**src/rtl/linear_sched.sv**
```systemverilog
// linear_sched: round-robin scheduler sharing one linear engine (matrix multiply
// plus bias) between NUM_REQ requesters. It arbitrates, holds the operand-mux
// select, pulses the engine start, waits for the rising edge of lin_done and
// returns a one-cycle ack to the owner.
// Optional build macro: LINEAR_SCHED_TIMEOUT_EN enables a watchdog that aborts
// a job stuck in WAIT after TIMEOUT_CYCLES cycles and flags it on err.
module linear_sched #(
    parameter int NUM_REQ        = 3,
    parameter int SEL_W          = $clog2(NUM_REQ),
    parameter int TIMEOUT_CYCLES = 4096
) (
    input  logic               clk,
    input  logic               reset,
    input  logic [NUM_REQ-1:0] req,
    output logic [NUM_REQ-1:0] grant,
    output logic [SEL_W-1:0]   sel,
    output logic               lin_start,
    input  logic               lin_done,
    output logic [NUM_REQ-1:0] ack,
    output logic               err,
    output logic               busy,
    output logic [15:0]        job_cnt
);

    typedef enum logic [1:0] {
        IDLE   = 2'd0,
        LAUNCH = 2'd1,
        WAIT   = 2'd2,
        RESP   = 2'd3
    } state_t;

    state_t             state;
    state_t             state_d;

    logic [SEL_W-1:0]   rr_ptr;
    logic [SEL_W-1:0]   rr_ptr_d;
    logic               done_q;
    logic               done_edge;
    logic               timeout;

    logic               win_found;
    logic [SEL_W-1:0]   win_idx;
    logic [SEL_W-1:0]   cand;

    logic [NUM_REQ-1:0] grant_d;
    logic [SEL_W-1:0]   sel_d;
    logic               lin_start_d;
    logic [NUM_REQ-1:0] ack_d;
    logic               err_d;
    logic               busy_d;
    logic [15:0]        job_cnt_d;

    // A done level left over from the previous job must not complete the next one.
    assign done_edge = lin_done && !done_q;

    // Round-robin search: first requester at or after rr_ptr, wrapping around.
    always_comb begin
        win_found = 1'b0;
        win_idx   = '0;
        cand      = '0;
        for (int i = 0; i < NUM_REQ; i++) begin
            cand = SEL_W'((int'(rr_ptr) + i) % NUM_REQ);
            if (!win_found && req[cand]) begin
                win_found = 1'b1;
                win_idx   = cand;
            end
        end
    end

`ifdef LINEAR_SCHED_TIMEOUT_EN
    logic [31:0] wait_cnt;

    // Watchdog counter: restarts on every entry to WAIT, counts cycles spent there.
    always_ff @(posedge clk) begin
        if (reset) begin
            wait_cnt <= '0;
        end else if (state == LAUNCH) begin
            wait_cnt <= '0;
        end else if (state == WAIT) begin
            wait_cnt <= wait_cnt + 32'd1;
        end
    end

    assign timeout = (state == WAIT) && (wait_cnt == 32'(TIMEOUT_CYCLES - 1));
`else
    // Without the watchdog a job waits for the engine forever; err never fires.
    assign timeout = 1'b0 && (TIMEOUT_CYCLES > 0);
`endif

    // State register.
    always_ff @(posedge clk) begin
        if (reset) begin
            state <= IDLE;
        end else begin
            state <= state_d;
        end
    end

    // Next-state logic: arbitrate, launch, wait for completion, respond.
    always_comb begin
        state_d = state;
        case (state)
            IDLE: begin
                if (win_found) begin
                    state_d = LAUNCH;
                end
            end
            LAUNCH: begin
                state_d = WAIT;
            end
            WAIT: begin
                if (done_edge || timeout) begin
                    state_d = RESP;
                end
            end
            RESP: begin
                state_d = IDLE;
            end
            default: begin
                state_d = IDLE;
            end
        endcase
    end

    // Next values of the registered outputs, so every output changes on a clock edge.
    always_comb begin
        grant_d     = grant;
        sel_d       = sel;
        lin_start_d = 1'b0;
        ack_d       = '0;
        err_d       = 1'b0;
        job_cnt_d   = job_cnt;
        rr_ptr_d    = rr_ptr;
        busy_d      = (state_d != IDLE);
        case (state)
            IDLE: begin
                if (win_found) begin
                    grant_d     = {{(NUM_REQ-1){1'b0}}, 1'b1} << win_idx;
                    sel_d       = win_idx;
                    lin_start_d = 1'b1;
                end
            end
            LAUNCH: begin
            end
            WAIT: begin
                if (done_edge || timeout) begin
                    ack_d     = grant;
                    err_d     = timeout && !done_edge;
                    job_cnt_d = job_cnt + 16'd1;
                    rr_ptr_d  = (sel == SEL_W'(NUM_REQ - 1)) ? '0 : sel + SEL_W'(1);
                end
            end
            RESP: begin
                grant_d = '0;
            end
            default: begin
                grant_d = '0;
            end
        endcase
    end

    // Output, pointer and done-history registers.
    always_ff @(posedge clk) begin
        if (reset) begin
            grant     <= '0;
            sel       <= '0;
            lin_start <= 1'b0;
            ack       <= '0;
            err       <= 1'b0;
            busy      <= 1'b0;
            job_cnt   <= '0;
            rr_ptr    <= '0;
            done_q    <= 1'b0;
        end else begin
            grant     <= grant_d;
            sel       <= sel_d;
            lin_start <= lin_start_d;
            ack       <= ack_d;
            err       <= err_d;
            busy      <= busy_d;
            job_cnt   <= job_cnt_d;
            rr_ptr    <= rr_ptr_d;
            done_q    <= lin_done;
        end
    end

endmodule
```
**config.mk**
```make
export PLATFORM = sky130hd
export DESIGN_NAME = linear_sched
export DESIGN_NICKNAME = d
export VERILOG_FILES = /design/src/rtl/linear_sched.sv
export SDC_FILE = /design/constraint.sdc
export NUM_CORES = 1
export LEC_CHECK = 0
export ABC_AREA = 1
export BUFFER_PORTS_ARGS = -buffer_cell sky130_fd_sc_hd__buf_2
export CORE_MARGIN = 2
export CORE_UTILIZATION = 56
export CTS_BUF_LIST = sky130_fd_sc_hd__clkbuf_4
export DETAILED_ROUTE_END_ITERATION = 10
export PLACE_DENSITY_LB_ADDON = 0.2
export SETUP_SLACK_MARGIN = 0.1
export SYNTH_ARGS = -nofsm -noshare
export SYNTH_HDL_FRONTEND = slang
export SYNTH_SLANG_ARGS = --single-unit
```
**constraint.sdc**
```tcl
create_clock -name clk -period 1.8 [get_ports clk]
set_input_delay 0 -clock clk [delete_from_list [all_inputs] [get_ports clk]]
set_output_delay 0 -clock clk [all_outputs]
set_load 0.02 [all_outputs]
```
==> results.md <==
- Combinational fraction of design power: 0.315
- Period Utilization, post-route: 0.8956
- Post-detailed-placement half-perimeter wirelength: 2.257 mm
- Number of nets in the layout: 274
- Clock network power share: 0.266
- Number of optimization iterations in the first detailed-route pass: 4
- Clock buffers created by TritonCTS: 5
- Clock edge transition at the registers on the reported setup and hold paths: 0.10 ns
- Slowest cell on crit path: sky130_fd_sc_hd__dfxtp_2
- Mapped Area: 0.001580 mm^2
- Most common library cell in the layout ignoring fill and taps: sky130_fd_sc_hd__nand2_1
- HP Class: in -> reg
- Crit path top cell by count: sky130_fd_sc_hd__nand2_2
- Via count of the first global-routing pass: 1278
- Most frequent cells in the layout: 37 x sky130_fd_sc_hd__nand2_1, 31 x sky130_fd_sc_hd__buf_2, 30 x sky130_fd_sc_hd__inv_1
- Worst hold path depth: 6
- Placeable Area: 0.002710 mm^2
- Share of layout cells above drive strength 1: 0.3103
- Leak Pwr: 0.0009189 uW
- Clock sinks: 31
- Gate count after technology mapping: 213
- Clock buffer depth: 2
- Maximum fanout count along the critical path: 5
- Final-layout worst hold slack: 0.2756 ns
- Net count of the mapped netlist: 227
- Horiz. Die Dim: 57.12 um
- Critical path launch point type: flip-flop
- CP peak stage delay: 0.36 ns
- Count of antenna diodes in the layout: 0
- Ys Warns: 0
- Initial core utilization: 0.5831
- Crit. End Element: flip-flop
- Area enclosed by the die boundary: 0.003263 mm^2
- Via count: 1452
- CTS root buf: sky130_fd_sc_hd__clkbuf_4
- Overall Power: 1994 uW
- Final max-slew violation count: 0
- Critical hold path startpoint: req[1]
- Worst path cell trace: inv_2 -> ha_4 -> inv_4 -> nand2_2 -> nand2_2 -> a21oi_4 -> buf_4 -> nand4_1 -> nand2_1 -> nand3_1 -> a21oi_1
- Register-to-register setup slack: 0.19 ns
- Cell count after placement: 274
- Largest net degree at the start of global routing: 18
- Hold violation total from the final report: 0
- Worst-case reg-to-reg path depth: 11
- Setup Viol. Count Final: 0
- Class of the most critical setup path: reg -> reg
- DP Worst Slack: 0.04568 ns
- Flops & latches, synth: 31
- Launch point of the worst path: rr_ptr[0]
- Least-Margin Pin Slew: 0.5137 ns
- Number of DRC markers after the initial detailed-route iteration: 37
- Number of port buffers: 31
- Clock period minus final worst setup slack: 1.612 ns
- Sw power: 702.3 uW
- Synth cell types: 29
- Pwr/cell area: 989.1 mW/mm^2
- Synth Area per Inst: 7.419 um^2
- Endpoint of the worst register-to-register path: grant[0]
- Layout overhead on the synthesized area: 27.55%
- Kind of cell with the highest combined delay on the critical path: flip-flops
- Maximum level of the CTS H-tree: 2
- Post-DR wirelength/cell: 11.10 um
- Data required time at the worst endpoint: 2.07 ns
- Int Power: 1291 uW
- Global-route usage over all layers: 0.2120
- MaxCap Viol Count: 0
- Clock latency on the worst-skew pair: 0.33 ns
- Maximum resistive drop on vdd: 929.4 uV
- Post-route non-filler standard cell count: 292
- First-pass GRT wire length: 5.402 mm
- GP Congestion: 0.8154
- Number of routed nets with antenna violations: 0
- Unrepaired setup endpoints after global routing: true
- Routed vias/inst: 4.973
- Headroom to the max-slew limit: 0.6572
- Clock tree from TritonCTS: yes
- Setup slack after layout: 0.1878 ns
- Cell row count: 19
- Number of antenna violations at the first check in global routing: 0
- Chip Height: 57.12 um
- FMAX: 0.6203 GHz
- Part of the total power dissipated in sequential elements: 0.419
- Global-route congestion overflow total: 0
- Clk_skew: 0.009786 ns
- Net switching fraction of the power: 0.3523
- Number of DRC violations after detailed routing: 0
- Share of the yosys chip area belonging to registers: 0.3927
- Total routed wirelength: 3.242 mm
- Endpoint, Worst Hold: grant[1]
- Start of the worst register-to-register path: rr_ptr[0]
- CP arrival: 1.89 ns
- Count of buffering cells on the critical path with inverters included: 3
- Setup Total Neg Slack: 0 ns
- I/O pins: 33
- Outcome: completed
cells by family after synthesis:
| logic type | after synthesis | share of synthesized area |
|---|---|---|
| fa+ha+maj | 8 | 0.06334 |
| other cells | 1 | 0.002373 |
| simple gates | 92 | 0.2858 |
| xor+xnor | 2 | 0.01109 |
| compound gates | 39 | 0.1473 |
| flops | 31 | 0.3927 |
| buf+inv | 40 | 0.09739 |
tightest hold or removal path, cell delays in order:
cell                       delay [ns]
sky130_fd_sc_hd__buf_2           0.12
sky130_fd_sc_hd__nand3_1         0.07
sky130_fd_sc_hd__a21boi_2        0.17
sky130_fd_sc_hd__nand2_1         0.07
sky130_fd_sc_hd__nand3_1         0.07
sky130_fd_sc_hd__a21oi_1         0.05
stage by stage:
step	instance area [um^2]	util
2_1_floorplan	1580	-
3_3_place_gp	1774	0.6547
3_5_place_dp	1774	0.6547
4_1_cts	1912	0.7054
5_1_grt	2016	0.7438
6_report	2016	0.7438
what timing repair did:
action,4_1_cts,5_1_grt
cloned,0,0
setup buffers,2,5
endpoints found under the setup margin,8,13
hold buffers,3,0
pin swaps,4,11
hold endpoints to repair,6,0
resized for setup,5,22
how the worst max path moves through the flow:
| stage | end | slack, ns | depth (start not counted) |
|---|---|---|---|
| detailed placement | busy | 0.05 | 11 |
| CTS | busy | 0.10 | 11 |
| global placement | busy | 0.09 | 11 |
| finish | grant[0] | 0.19 | 11 |
| floorplan | busy | 0.20 | 11 |
| global route | busy | 0.07 | 11 |
power by group through the flow:
stage / Sequential, uW / Clock (uW) / Combinational (uW)
floorplan: 896 / 0 / 349
global placement: 837 / 0 / 538
detailed placement: 838 / 0 / 551
CTS: 825 / 538 / 583
global route: 845 / 565 / 709
finish: 835 / 530 / 628
flip-flops by register name, summed over array words and instances (netlist names):
name       count
done_q         1
lin_start      1
sel            2
rr_ptr         2
ack            3
state          2
job_cnt       16
grant          3
busy           1
final cells by class:
class	instances	area [um^2]
clock buffers	5	37.54
clock inverters	3	38.79
fillers	238	694.4
inverters	37	141.4
multi-input cells	142	877.1
flip-flops and latches	31	629.4
well taps	31	38.79
repair buffers	43	252.7
cell usage after synthesis, drive strengths merged:
master | instances | area (um^2)
dfxtp | 31 | 620.6
o31ai | 2 | 15.01
inv | 37 | 138.9
a211oi | 1 | 7.510
nor3 | 4 | 25.02
o21ba | 1 | 10.01
conb | 1 | 3.750
nand4 | 3 | 18.77
nand3 | 21 | 127.6
nand2 | 43 | 173.9
clkbuf | 2 | 7.510
a21boi | 1 | 11.26
nor2 | 21 | 106.4
a21oi | 18 | 101.4
xor2 | 2 | 17.52
o21ai | 13 | 65.06
buf | 1 | 7.510
ha | 8 | 100.1
o21a | 3 | 22.52
metal layers:
| metal | up-vias | part of all wire | global-route usage | routed length [um] |
|---|---|---|---|---|
| met2 | 31 | 0.43 | 0.3202 | 1408 |
| li1 | 777 | - | - | - |
| met4 | 0 | 0.014 | 0.06977 | 46 |
| met3 | 5 | 0.045 | 0.07256 | 145 |
| met1 | 639 | 0.51 | 0.2855 | 1641 |
| met5 | - | 0 | 0 | 0 |
No activity file was read; power rests on OpenSTA's default activity.
